[config.mk]
export PLATFORM = sky130hd
export DESIGN_NAME = mem_port_arbiter
export DESIGN_NICKNAME = d
export VERILOG_FILES = /design/src/rtl/mem_port_arbiter.sv
export SDC_FILE = /design/constraint.sdc
export NUM_CORES = 1
export LEC_CHECK = 0
export ABC_AREA = 0
export BUFFER_PORTS_ARGS = -buffer_cell sky130_fd_sc_hd__buf_4
export CORE_MARGIN = 5
export CORE_UTILIZATION = 40
export CTS_CLUSTER_SIZE = 20
export DETAILED_ROUTE_END_ITERATION = 7
export PLACE_DENSITY_LB_ADDON = 0.12
export SLEW_MARGIN = 10
export SYNTH_ARGS = -nofsm -noshare
export SYNTH_HDL_FRONTEND = slang
export SYNTH_SLANG_ARGS = --single-unit
[constraint.sdc]
create_clock -name clk -period 4.2 [get_ports clk]
set_clock_uncertainty 0.2 [all_clocks]
set_input_delay 0.42 -clock clk [delete_from_list [all_inputs] [get_ports clk]]
set_output_delay 0.42 -clock clk [all_outputs]
set_load 0.03 [all_outputs]
[src/rtl/mem_port_arbiter.sv]
// mem_port_arbiter
//   Shares one single-port memory between NUM_REQ requesters (port 0 = host
//   loader). One transaction in flight at a time; the arbiter owns the memory
//   address, write data and write enable, and returns read data plus a
//   one-cycle completion pulse to the port that issued the access.
//
// Ports
//   clk, rst             clock (rising edge), asynchronous active-high reset
//   req_valid/we         per-port request and direction (1 = write)
//   req_addr/req_wdata   per-port fields, port i at [i*W +: W]
//   req_ready            one-hot accept, only while idle
//   rsp_valid/rsp_rdata  completion pulse to owner, read data (held between reads)
//   mem_addr/wdata/we    to the memory
//   mem_rdata            from the memory, sampled READ_LAT edges after the address
//   busy                 transaction in flight
//   grant_id             index of the current/last owner
module mem_port_arbiter #(
  parameter int unsigned NUM_REQ   = 3,
  parameter int unsigned ADDR_W    = 8,
  parameter int unsigned DATA_W    = 8,
  parameter int unsigned READ_LAT  = 2,
  parameter int unsigned HOST_PRIO = 1,
  localparam int unsigned ID_W     = (NUM_REQ > 1) ? $clog2(NUM_REQ) : 1
) (
  input  logic                      clk,
  input  logic                      rst,
  input  logic [NUM_REQ-1:0]        req_valid,
  input  logic [NUM_REQ-1:0]        req_we,
  input  logic [NUM_REQ*ADDR_W-1:0] req_addr,
  input  logic [NUM_REQ*DATA_W-1:0] req_wdata,
  output logic [NUM_REQ-1:0]        req_ready,
  output logic [NUM_REQ-1:0]        rsp_valid,
  output logic [DATA_W-1:0]         rsp_rdata,
  output logic [ADDR_W-1:0]         mem_addr,
  output logic [DATA_W-1:0]         mem_wdata,
  output logic                      mem_we,
  input  logic [DATA_W-1:0]         mem_rdata,
  output logic                      busy,
  output logic [ID_W-1:0]           grant_id
);

  localparam int unsigned LAT_W = (READ_LAT > 1) ? $clog2(READ_LAT) : 1;

  typedef enum logic [1:0] {IDLE, WRITE, READ_WAIT} state_t;

  state_t              state_q,     state_d;
  logic [ADDR_W-1:0]   mem_addr_q,  mem_addr_d;
  logic [DATA_W-1:0]   mem_wdata_q, mem_wdata_d;
  logic                mem_we_q,    mem_we_d;
  logic [NUM_REQ-1:0]  rsp_valid_q, rsp_valid_d;
  logic [DATA_W-1:0]   rsp_rdata_q, rsp_rdata_d;
  logic [ID_W-1:0]     grant_id_q,  grant_id_d;
  logic [ID_W-1:0]     rr_ptr_q,    rr_ptr_d;
  logic [LAT_W-1:0]    lat_cnt_q,   lat_cnt_d;

  logic                win_found;
  logic [ID_W-1:0]     win_idx;
  logic [ID_W-1:0]     cand;

  function automatic logic [ID_W-1:0] wrap_idx(input int unsigned k);
    return ID_W'(k % NUM_REQ);
  endfunction

  // Winner: host port first when prioritised, otherwise first valid port
  // scanning upward from the port after the last grant.
  always_comb begin
    win_found = 1'b0;
    win_idx   = '0;
    cand      = '0;
    if (HOST_PRIO != 0 && req_valid[0]) begin
      win_found = 1'b1;
    end else begin
      for (int unsigned i = 0; i < NUM_REQ; i++) begin
        cand = wrap_idx(32'(rr_ptr_q) + i + 1);
        if (!win_found && req_valid[cand]) begin
          win_found = 1'b1;
          win_idx   = cand;
        end
      end
    end
  end

  always_comb begin
    req_ready = '0;
    if (state_q == IDLE && win_found) begin
      req_ready = NUM_REQ'(1) << win_idx;
    end
  end

  always_comb begin
    state_d     = state_q;
    mem_addr_d  = mem_addr_q;
    mem_wdata_d = mem_wdata_q;
    grant_id_d  = grant_id_q;
    rr_ptr_d    = rr_ptr_q;
    lat_cnt_d   = lat_cnt_q;
    rsp_rdata_d = rsp_rdata_q;
    mem_we_d    = 1'b0;
    rsp_valid_d = '0;
    unique case (state_q)
      IDLE: begin
        if (win_found) begin
          mem_addr_d  = req_addr[win_idx*ADDR_W +: ADDR_W];
          mem_wdata_d = req_wdata[win_idx*DATA_W +: DATA_W];
          grant_id_d  = win_idx;
          rr_ptr_d    = win_idx;
          if (req_we[win_idx]) begin
            mem_we_d = 1'b1;
            state_d  = WRITE;
          end else begin
            lat_cnt_d = LAT_W'(READ_LAT - 1);
            state_d   = READ_WAIT;
          end
        end
      end
      WRITE: begin
        rsp_valid_d = NUM_REQ'(1) << grant_id_q;
        state_d     = IDLE;
      end
      READ_WAIT: begin
        if (lat_cnt_q == '0) begin
          rsp_rdata_d = mem_rdata;
          rsp_valid_d = NUM_REQ'(1) << grant_id_q;
          state_d     = IDLE;
        end else begin
          lat_cnt_d = lat_cnt_q - 1'b1;
        end
      end
      default: state_d = IDLE;
    endcase
  end

  always_ff @(posedge clk or posedge rst) begin
    if (rst) begin
      state_q     <= IDLE;
      mem_addr_q  <= '0;
      mem_wdata_q <= '0;
      mem_we_q    <= 1'b0;
      rsp_valid_q <= '0;
      rsp_rdata_q <= '0;
      grant_id_q  <= '0;
      rr_ptr_q    <= ID_W'(NUM_REQ - 1);
      lat_cnt_q   <= '0;
    end else begin
      state_q     <= state_d;
      mem_addr_q  <= mem_addr_d;
      mem_wdata_q <= mem_wdata_d;
      mem_we_q    <= mem_we_d;
      rsp_valid_q <= rsp_valid_d;
      rsp_rdata_q <= rsp_rdata_d;
      grant_id_q  <= grant_id_d;
      rr_ptr_q    <= rr_ptr_d;
      lat_cnt_q   <= lat_cnt_d;
    end
  end

  always_comb begin
    mem_addr  = mem_addr_q;
    mem_wdata = mem_wdata_q;
    mem_we    = mem_we_q;
    rsp_valid = rsp_valid_q;
    rsp_rdata = rsp_rdata_q;
    grant_id  = grant_id_q;
    busy      = (state_q != IDLE);
  end

endmodule

==> flow_metrics.tcl <==
set metrics [dict create \
    status "finished, final reports clean" \
    yosysSeqAreaShare_pct 52.3 \
    grt_pass1_wl_microns 7350 \
    crit_path_cell_trace "inv_1 > ha_1 > or3_4 > a31oi_1 > nand2b_1 > nor2b_1 > buf_4" \
    rows 23 \
    hold_path_class "input port to async pin" \
    num_vias 1503 \
    startpoint_type "flip-flop" \
    design_area_sq_mm 0.00249 \
    critPathArrivalTime_ns 2.63 \
    maxCapViolations 0 \
    antenna_found_initial 0 \
    ys_ff_latch 34 \
    finalMaxSlewViolations 0 \
    antenna_cells 0 \
    cts-hold-fix-buffers 0 \
    m1WireLength_microns 1790 \
    nets 311 \
    cts_max_level 2 \
    drive_gt1_share_pct 49.0 \
    nFillCells 362 \
    syn_area_sq_mm 0.00163 \
    grt_pass1_vias 1616 \
    fin_crit_ns 3.25 \
    multiInputGateArea_sq_um 687 \
    setup.worst_path.class "flip-flop to output pin" \
    irDropWorstVdd_uv 291 \
    finalWirelength_microns 4670 \
    post-cts-setup-buffers 0 \
    path_clk_slew_ns 0.07 \
    powerDensity_mw_per_mm2 759 \
    drtPass1Iterations 6 \
    die_area_sq_mm 0.00544 \
    syn_avg_cell_area_sq_um 11.1 \
    cp_max_fo 16 \
    finalSetupViolCount 0 \
    cts_resized 0 \
    io_buffers 97 \
    end_kind "output pin" \
    wire_per_inst_microns 15.9 \
    place_area_sq_mm 0.00238 \
    ys_types 31 \
    synthesis.nets 216 \
    leakagePower_nw 1.26 \
    highest_layer "met4" \
    initialDrtViolationCount 71 \
    cts_sinks 34 \
    ff_latch_area_sq_um 852 \
    syn2layout_area_growth_pct 52.8 \
    numCtsBuffers 5 \
    clockBufferDepth 2 \
    met3_length_microns 352 \
    insertion_delay_ns 0.28 \
    gr-total-overflow 0 \
    routed_via_density 5.13 \
    timing.slew.headroom_pct 49.7 \
    ant_nets 0 \
    grt_max_degree 35 \
    finalHoldViolations 0 \
    globalplace.congestion 0.786 \
    grt_usage_pct 17.6 \
    rsz0062_at_grt "false" \
    syn_inst 147 \
    drc 0 \
    yosys_warnings 0 \
    max_stage_delay_ns 0.48 \
    r2r_cells 7 \
    core_sq_mm 0.00397 \
    fmax_mhz 308 \
    wl_met2_microns 2480 \
    crit_slowest_cell "nand2b_1" \
    crit_required_ns 3.58 \
    fin_crit_sh_pct 77.4 \
    fp.dieH_microns 73.8 \
    cts-root-buf "clkbuf_8" \
    totalNegativeSetupSlack_ns 0 \
    dpl.hpwl_microns 3610 \
    die_w_microns 73.8 \
    initial_utilization_pct 41.0 \
    cts_tree "done" \
    tightest_slew_ns 0.752 \
    io_pins 98 \
]
[worst paths after layout]
| check | slack [ns] | endpoint | start |
|---|---|---|---|
| max | 0.95 | req_ready[2] | grant_id[0] |
| min | 0.04 | rsp_rdata[3] | rst |
| max reg2reg | 1.10 | lat_cnt_q | grant_id[0] |
| min reg2reg | 0.28 | mem_addr[1] | mem_addr[1] |
| max in group asynchronous | 3.42 | rr_ptr_q[1] | rst |
| min in group clk | 0.16 | rsp_rdata[6] | mem_rdata[6] |
[metrics by stage]
| step | std cells | util [%] | total power [mW] | setup WS [ns] | hold WS, ns |
|---|---|---|---|---|---|
| 6_report | 293 | 62.6 | 1.89 | 0.949 | 0.0367 |
| 3_5_place_dp | 285 | 59.9 | 1.61 | 1.09 | 0.273 |
| 2_1_floorplan | 147 | - | 1.24 | 1.49 | 0.279 |
| 4_1_cts | 293 | 62.6 | 1.90 | 0.936 | 0.0442 |
| 3_3_place_gp | 285 | 59.9 | 1.59 | 1.16 | 0.264 |
| 5_1_grt | 293 | 62.6 | 2.02 | 0.777 | 0.0698 |
[metal layers]
layer	track usage [%]	vias up
met5	0	-
met4	5.43	0
met3	5.47	6
met2	31.9	53
met1	19.3	702
li1	-	742
[worst max-delay path: cells and delay by family, from the launching register on]
| kind | cells | cell delay [ns] |
|---|---|---|
| buffers and inverters | 2 | 0.29 |
| AND/OR/NAND/NOR | 3 | 1.05 |
| flip-flops | 1 | 0.42 |
| AO/OA/AOI/OAI | 1 | 0.25 |
| adder cells (fa/ha/maj) | 1 | 0.33 |
[cells in the final DEF, fill, tap and decap left out, drive strengths merged, types with 4 or more instances in the layout]
cell type,instances
nor2b,5
ha,5
a222oi,13
mux2,8
clkbuf,5
inv,9
a22oi,8
nand2,12
dfrtp,33
o21ai,17
buf,99
a21o,4
[registers in the layout, indices dropped and copies added (netlist names)]
register and cells:
grant_id 2, lat_cnt_q 1, mem_addr 8, mem_wdata 8, mem_we 1, rr_ptr_q 1
rsp_rdata 8, rsp_valid 3, state_q 2
[logic make-up (layout without fill, tap and decap cells)]
kind of cell | Yosys count | after routing | share of synthesized area, %
fa+ha+maj | 5 | 5 | 3.84
flops | 34 | 34 | 52.3
mux | 8 | 8 | 5.53
simple gates | 29 | 29 | 9.53
compound gates | 51 | 51 | 23.3
buf+inv | 20 | 116 | 5.46
[area by class of cell]
type                    instances  area share, %
repair buffers                 99           29.9
well taps                      50           2.52
inverters                       9           1.36
clock buffers                   5           2.77
flip-flops and latches         34           34.3
multi-input cells              93           27.6
clock inverters                 3           1.61
[where the power goes]
part / internal, mW / switching (mW)
sequential: 0.480 / 0.0886
clock: 0.175 / 0.118
combinational: 0.408 / 0.619
total: 1.06 / 0.826
[synth_stat cells]
library cell | number | area (sq um)
a22oi_1 | 8 | 60.1
mux2_2 | 8 | 90.1
nor3_1 | 2 | 10.0
o21ai_0 | 17 | 85.1
nor3b_2 | 1 | 12.5
a22o_1 | 2 | 17.5
a211oi_1 | 1 | 7.51
a311o_1 | 1 | 10.0
a21oi_1 | 2 | 10.0
nand3_1 | 1 | 5.00
a31oi_1 | 1 | 6.26
buf_1 | 1 | 3.75
nand2_1 | 12 | 45.0
or3_4 | 1 | 11.3
nor2_1 | 2 | 7.51
buf_4 | 1 | 7.51
o2111a_1 | 2 | 22.5
or2_2 | 1 | 6.26
buf_6 | 1 | 11.3
dfrtp_1 | 33 | 826
nand2b_1 | 2 | 12.5
nand4_1 | 1 | 6.26
a222oi_1 | 13 | 130
ha_1 | 5 | 62.6
nor3b_1 | 1 | 7.51
dfstp_2 | 1 | 26.3
inv_1 | 9 | 33.8
buf_2 | 2 | 10.0
nor2b_1 | 5 | 31.3
clkbuf_1 | 6 | 22.5
a21o_1 | 4 | 30.0
Power figures use the tool's default switching activity.
